[config.mk]
export PLATFORM = sky130hd
export DESIGN_NAME = xor_maj_pipe
export DESIGN_NICKNAME = d
export VERILOG_FILES = /design/src/rtl/xor_maj_pkg.sv /design/src/rtl/xor_maj_stage.sv /design/src/rtl/xor_maj_pipe.sv
export SDC_FILE = /design/constraint.sdc
export NUM_CORES = 1
export LEC_CHECK = 0
export CORE_MARGIN = 10
export CORE_UTILIZATION = 55
export DETAILED_ROUTE_END_ITERATION = 12
export DONT_BUFFER_PORTS = 1
export MAX_ROUTING_LAYER = met4
export PLACE_DENSITY_LB_ADDON = 0.2
export SLEW_MARGIN = 20
export SYNTH_ARGS = -nofsm -noshare
export SYNTH_HDL_FRONTEND = slang
export SYNTH_SLANG_ARGS = --single-unit
[constraint.sdc]
create_clock -name clk -period 2.02 [get_ports clk]
set_input_delay 0.202 -clock clk [delete_from_list [all_inputs] [get_ports clk]]
set_output_delay 0.202 -clock clk [all_outputs]
set_load 0.01 [all_outputs]
[src/rtl/xor_maj_pkg.sv]
// Shared helpers for the parity-then-vote pipeline: threshold defaults,
// field-width sizing and a population count.
package xor_maj_pkg;

  // Widest voter vector popcount() accepts; VOTE_N must not exceed this.
  localparam int unsigned POP_MAX_W = 64;

  function automatic int unsigned maj_thr(input int unsigned n);
    return (n + 1) / 2;
  endfunction

  // Width able to hold any count 0..n (threshold and popcount fields).
  function automatic int unsigned thr_width(input int unsigned n);
    return $clog2(n + 1);
  endfunction

  function automatic int unsigned popcount(input logic [POP_MAX_W-1:0] v);
    int unsigned c;
    c = 0;
    for (int i = 0; i < POP_MAX_W; i++) begin
      c += 32'(v[i]);
    end
    return c;
  endfunction

endpackage

[src/rtl/xor_maj_stage.sv]
// Generic valid/ready register slice: accepts a new payload whenever it is
// empty or its current payload leaves in the same cycle.
module xor_maj_stage #(
  parameter int unsigned W = 1
) (
  input  logic         clk,
  input  logic         rst_n,
  input  logic         in_valid,
  output logic         in_ready,
  input  logic [W-1:0] in_data,
  output logic         out_valid,
  input  logic         out_ready,
  output logic [W-1:0] out_data
);

  logic load;

  assign in_ready = !out_valid || out_ready;
  assign load     = in_valid && in_ready;

  // NOTE: state registers use non-blocking assignment so every flop samples
  // pre-edge values regardless of the order blocks are evaluated in.
  always_ff @(posedge clk or negedge rst_n) begin
    if (!rst_n) begin
      out_valid <= 1'b0;
      // NOTE: this is a single payload register, not a RAM, so clearing it on
      // reset is cheap and keeps the out_* ports at a defined 0 after reset.
      out_data  <= '0;
    end else if (load) begin
      out_valid <= 1'b1;
      out_data  <= in_data;
    end else if (out_ready) begin
      out_valid <= 1'b0;
    end
  end

endmodule

[src/rtl/xor_maj_pipe.sv]
// Two-stage parity-then-threshold-vote pipeline with valid/ready flow control
// and a saturating count of asserted results.
module xor_maj_pipe
  import xor_maj_pkg::*;
#(
  parameter  int unsigned XOR_W  = 3,
  parameter  int unsigned VOTE_N = 3,
  parameter  int unsigned CNT_W  = 16,
  localparam int unsigned TW     = thr_width(VOTE_N)
) (
  input  logic              clk,
  input  logic              rst_n,
  input  logic              in_valid,
  output logic              in_ready,
  input  logic [XOR_W-1:0]  in_xor,
  input  logic [VOTE_N-2:0] in_vote,
  input  logic [TW-1:0]     in_thr,
  output logic              out_valid,
  input  logic              out_ready,
  output logic              out_res,
  output logic              out_par,
  output logic [TW-1:0]     out_cnt,
  input  logic              clr,
  output logic [CNT_W-1:0]  hits
);

  localparam int unsigned SW = VOTE_N - 1;

  typedef struct packed {
    logic          par;
    logic [SW-1:0] side;
    logic [TW-1:0] thr_e;
  } s1_t;

  typedef struct packed {
    logic          res;
    logic          par;
    logic [TW-1:0] cnt;
  } s2_t;

  s1_t  s1_d, s1_q;
  s2_t  s2_d, s2_q;
  logic s1_valid;
  logic s2_ready;

  // NOTE: every always_comb output gets a full default first, so no path can
  // leave a field unassigned and infer a latch.
  always_comb begin
    s1_d       = '0;
    s1_d.par   = ^in_xor;
    s1_d.side  = in_vote;
    s1_d.thr_e = (in_thr == '0) ? TW'(maj_thr(VOTE_N)) : in_thr;
  end

  // Thresholds above VOTE_N can never be met, so they fall out as res=0.
  always_comb begin
    logic [TW-1:0] cnt;
    cnt      = TW'(popcount(POP_MAX_W'({s1_q.side, s1_q.par})));
    s2_d     = '0;
    s2_d.par = s1_q.par;
    s2_d.cnt = cnt;
    s2_d.res = (cnt >= s1_q.thr_e);
  end

  xor_maj_stage #(.W($bits(s1_t))) u_s1 (
    .clk      (clk),
    .rst_n    (rst_n),
    .in_valid (in_valid),
    .in_ready (in_ready),
    .in_data  (s1_d),
    .out_valid(s1_valid),
    .out_ready(s2_ready),
    .out_data (s1_q)
  );

  xor_maj_stage #(.W($bits(s2_t))) u_s2 (
    .clk      (clk),
    .rst_n    (rst_n),
    .in_valid (s1_valid),
    .in_ready (s2_ready),
    .in_data  (s2_d),
    .out_valid(out_valid),
    .out_ready(out_ready),
    .out_data (s2_q)
  );

  assign out_res = s2_q.res;
  assign out_par = s2_q.par;
  assign out_cnt = s2_q.cnt;

  // clr takes priority so software can zero the count without racing traffic.
  always_ff @(posedge clk or negedge rst_n) begin
    if (!rst_n) begin
      hits <= '0;
    end else if (clr) begin
      hits <= '0;
    end else if (out_valid && out_ready && out_res && (hits != '1)) begin
      hits <= hits + 1'b1;
    end
  end

endmodule
# ---- After elaboration in Yosys (flattened, before gate mapping)
# Index checks and enable logic that the tools add are counted.
dict set report totals {
  register_bits 27
  ramBits 0
  wordCells 31
  mem_bits_ro 0
  latchBits 0
  n_memories 0
  out_inout_bits 22
}
dict set report op_classes {
  addsub 3
  magnitude_cmp 1
  mux 7
  eq_ne 1
  n_div 0
  n_reduce_logical 14
  shift 0
  n_bitwise 0
  mul 0
}
# operator n
set ops {}
lappend ops {{2-to-1 mux 16 bit} 2}
lappend ops {{adder 16 x 1 -> 16 bit, second input constant} 1}
lappend ops {{!= test 16 bit, second input constant} 1}
lappend ops {{nonzero test 2 bit} 3}
lappend ops {{logical AND 1 bit} 5}
lappend ops {{2-to-1 mux 1 bit} 4}
lappend ops {{XOR reduction 3 bit} 1}
lappend ops {{adder 1 x 1 -> 2 bit} 1}
lappend ops {{adder 2 x 1 -> 2 bit} 1}
lappend ops {{greater-or-equal comparator 2 bit} 1}
lappend ops {{logical NOT 1 bit} 2}
lappend ops {{logical NOT 2 bit} 1}
lappend ops {{logical OR 1 bit} 2}
lappend ops {{2-to-1 mux 2 bit} 1}

# ---- Logic depth before layout (Yosys ltp)
dict set report logic_depth {
  word_depth 5
  ltp_mapped 6
  ltp_nobuf 6
}

# ---- Hierarchy
# A second synthesis with hierarchy kept.
dict set report hier_totals {
  hier_cells 134
  area_unflattened_um2 1477.7
}
# module cells_each area_per_inst_um2 seq_area_each_um2 instances
set by_module_without_submodules {}
lappend by_module_without_submodules {xor_maj_pipe 108 1002.2 400.4 1}
lappend by_module_without_submodules {{xor_maj_stage (u_s1)} 14 257.7 150.1 1}
lappend by_module_without_submodules {{xor_maj_stage (u_s2)} 12 217.7 125.1 1}

# ---- Worst setup path after synthesis
# No wires, ideal clock.
dict set report synth_timing {
  path_kind {register -> register}
  from {reg hits[0]}
  to {reg hits[4]}
  required_ps 1910
  arrival_time_ps 1781
  path_stages_with_launch 7
  period_less_slack_ps 1892
  setup_ps 110
  path_buffers 1
  slack_ps 128
  path_cell_list {dfrtp_1 > ha_1 > nand4_1 > nor3_1 > buf_2 > o311ai_0 > o41ai_1}
}
dict set report synth_between {
  elab_chain_len 3
  elab_cells_between_ends 6
  cone_classes {add/sub (1); eq/ne (1); mux (2); reduce/logical (2)}
}
# element line_no
set synth_rtl {}
lappend synth_rtl {{start, declared} xor_maj_pipe.sv:24} ;# output logic [CNT_W-1:0] hits
lappend synth_rtl {{start signal, assigned} xor_maj_pipe.sv:98} ;# hits <= hits + 1'b1;
lappend synth_rtl {{adder 16 x 1 -> 16 bit or != test 16 bit (tied branches)} {xor_maj_pipe.sv:98, xor_maj_pipe.sv:97}}
lappend synth_rtl {{2-to-1 mux 16 bit or logical AND 1 bit (tied branches)} xor_maj_pipe.sv:97} ;# end else if (out_valid && out_ready && out_res && (hits != '1)) begin
lappend synth_rtl {{2-to-1 mux 16 bit or nonzero test 2 bit (tied branches)} --}
# Several ways; a longest one is shown, not always the timed one. The select of a mux whose other input is x is not followed.
# A chain may end at the register's enable or synchronous reset.

# ---- Final worst setup path
dict set report layout_timing {
  from {reg hits[10]}
  to {reg hits[11]}
}
# The elaborated chain is that of the path after synthesis.

==> run summary <==
Outcome - complete, no violations
Final Cycle Share - 94.2%
Number of flops mapped to enable cells by yosys - 0
Die Height - 70.2 um
Worst setup startpoint - hits[10]$_DFFE_PN0P_
Synthesized area - 0.00139 sq mm
Ant diodes - 0
Top-count cell post-synth - dfrtp_1
Sequential area share after synthesis - 48.8%
Top post-synthesis cells by area - dfrtp_1 (49%), a21oi_1 (5.8%), o31ai_1 (4.9%)
Worst Hold Path Cells - 1
Design area - 0.00162 sq mm
Pleak - 0.665 nW
Final nets - 175
Max H-tree Level - 1
Crit end category - flip-flop
Rows - 18
Final Non-Filler Cells - 188
Fmax - 525 MHz
Share of cells above drive strength 1 - 20.3%
CP Cell Sequence - nand4_1, nor3_1, buf_4, or4_2, a21oi_1
Fin util - 66.5%
Leading area contributor after synthesis - dfrtp_1
Setup CP Type - reg2reg
Area delta synth->final - 16.8%
Post-Place Setup Slack - 156 ps
Number of global-route vias before repair - 1116
Post-cts sizing count - 0
Syn nets - 153
Core ar. - 0.00243 sq mm
Hold path startpoint - in_vote[1]
IR drop worst, VDD - 0.000559 V
Worst slew pin tran - 592 ps
Placed Area - 0.00152 sq mm
Initial antenna violation count - 0
Final Skew - 3.07 ps
DR vias - 1168
Area share of the largest cell type after synthesis - 48.8%
I/O pin count - 34
Final worst slack - 117 ps
Count of final max-slew check failures - 0
Top cells by count, synth - dfrtp_1 (27), a21oi_1 (16), nand2_1 (14)
Gate power share - 17.8%
Top FF cell, synth - dfrtp_1
Total CTS buffers - 3
Maximum number of pins on one net before global-route repair - 28
First-pass GRT wire length - 5500 um
Grt total ovfl - 0
Internal Power - 0.758 mW
Deepest clock path buffer count - 2
Flops & latches, synth - 27
Routed WL per cell - 17.4 um
FF-to-FF path depth - 5
Syn Area/Cell - 10.1 sq um
P_sw - 0.308 mW
DR pass1 iterations - 4
Root buffer cell - clkbuf_4
Initial Utilization - 56.9%
Pwr Total - 1.07 mW
Clk sink count - 27
Max Cap Viol - 0
Die W - 70.2 um
Slew headroom - 60.4%
Synth Instances - 137
Sequential share of power - 59.8%
Clock slew at reported path FFs - 150 ps
CTS tree - built
Synth warnings - 0
I/O Buffers - 0
Residual DRC - 0
Gpl congestion - 0.861
Drt initial violations - 113
Crit path max fanout - 13
Min cycle time layout - 1900 ps
Hold Vio Cnt, Final - 0
Switching Share - 28.9%
Setup TNS - 0 ps
Die footprint - 0.00493 sq mm
Worst R2R Start - hits[10]$_DFFE_PN0P_
FFs w/ async S/R, synth - 100%
Hold WS - 26.8 ps
CP max stage cell - or4_2
Final setup viols - 0
DPL Wire Length - 2470 um
Crit path DAT - 2160 ps
Critical Path Source Type - flip-flop
Hold crit path type - in2reg
Clock share of power - 22.4%
Worst EP required - 2280 ps
Worst path max stage delay - 640 ps
DRT Wirelength - 3270 um
RSZ-0062 raised after global routing - false
Library cells used by synthesis - 33
Power density over the cells - 659 mW/mm^2
GRT Total Usage - 13.6%
ANT nets after route - 0
Placed cells - 178
Clock latency on the worst-skew pair - 330 ps
Vias per inst - 6.21
## timing repair
action	4_1_cts	5_1_grt
hold buffers	5	1
hold endpoints to repair	44	1
buffers inserted	0	0
## logic make-up (layout without fill, tap and decap cells)
| family | Yosys count | in the layout | share of synthesized area, % |
|---|---|---|---|
| adder cells (fa/ha/maj) | 4 | 4 | 4.16 |
| XOR/XNOR | 2 | 2 | 1.26 |
| multiplexers | 6 | 6 | 4.88 |
| AO/OA/AOI/OAI | 35 | 35 | 14.8 |
| buffers and inverters | 7 | 28 | 2.08 |
| AND/OR/NAND/NOR | 56 | 56 | 24.0 |
| flip-flops | 27 | 27 | 48.8 |
## cell type report
class	count	area (sq um)
Fill cell	182	815
Multi-Input combinational cell	103	681
Sequential cell	27	676
Timing Repair Buffer	21	183
Tap cell	30	37.5
Clock buffer	3	22.5
Inverter	3	11.3
Clock inverter	1	7.51
## power groups by stage
stage	Combinational, mW	Clock (mW)	Sequential [mW]
3_3_place_gp	0.160	0	0.647
6_report	0.190	0.239	0.638
5_1_grt	0.219	0.270	0.646
3_5_place_dp	0.165	0	0.652
2_1_floorplan	0.109	0	0.652
4_1_cts	0.193	0.250	0.640
## layout by cell type, fill, tap and decap left out, drive strengths merged
| master | n |
|---|---|
| o21ai | 8 |
| xor2 | 1 |
| dlygate4sd3 | 5 |
| or2 | 2 |
| ha | 3 |
| or4 | 10 |
| inv | 3 |
| nor3b | 1 |
| nand2 | 14 |
| o311ai | 1 |
| clkinvlp | 1 |
| nor4 | 2 |
| dfrtp | 27 |
| nand3b | 2 |
| nor3 | 1 |
| nand4 | 5 |
| nand3 | 6 |
| o41ai | 1 |
| nor2 | 2 |
| and4 | 1 |
| o31ai | 9 |
| mux2 | 6 |
| and3 | 2 |
| nand2b | 4 |
| xnor2 | 1 |
| fa | 1 |
| a21oi | 16 |
| nor2b | 1 |
| buf | 16 |
| clkbuf | 3 |
| or3 | 3 |
## per-layer routing
layer	GRT usage, %	part of all wire, %	wire (um)
met5	-	0	0
met1	16.9	43	1420
met2	19.9	46	1500
met3	5.08	9.3	304
met4	4.61	1.5	48
## path summary, 6_finish.rpt
check,slack (ps),endpoint
max,120,hits[11]$_DFFE_PN0P_
min,30,u_s1.out_data[3]$_DFFE_PN0P_
max reg2reg,120,hits[11]$_DFFE_PN0P_
min reg2reg,520,u_s2.out_valid$_DFFE_PN0P_
max in group asynchronous,1580,u_s1.out_data[2]$_DFFE_PN0P_
min in group asynchronous,290,hits[15]$_DFFE_PN0P_
## worst max-delay path, delay by kind of cell, from the launching register on
family                 cells  cell delay [ps]
AO/OA/AOI/OAI              1              190
buffers and inverters      1              180
flip-flops                 1              490
AND/OR/NAND/NOR            3              970
## flip-flops by register name, indices dropped and copies added (netlist names)
signal / cells
hits: 16
u_s1.out_data: 5
u_s2.out_data: 4
u_s1.out_valid: 1
u_s2.out_valid: 1
Power figures use the tool's default switching activity.
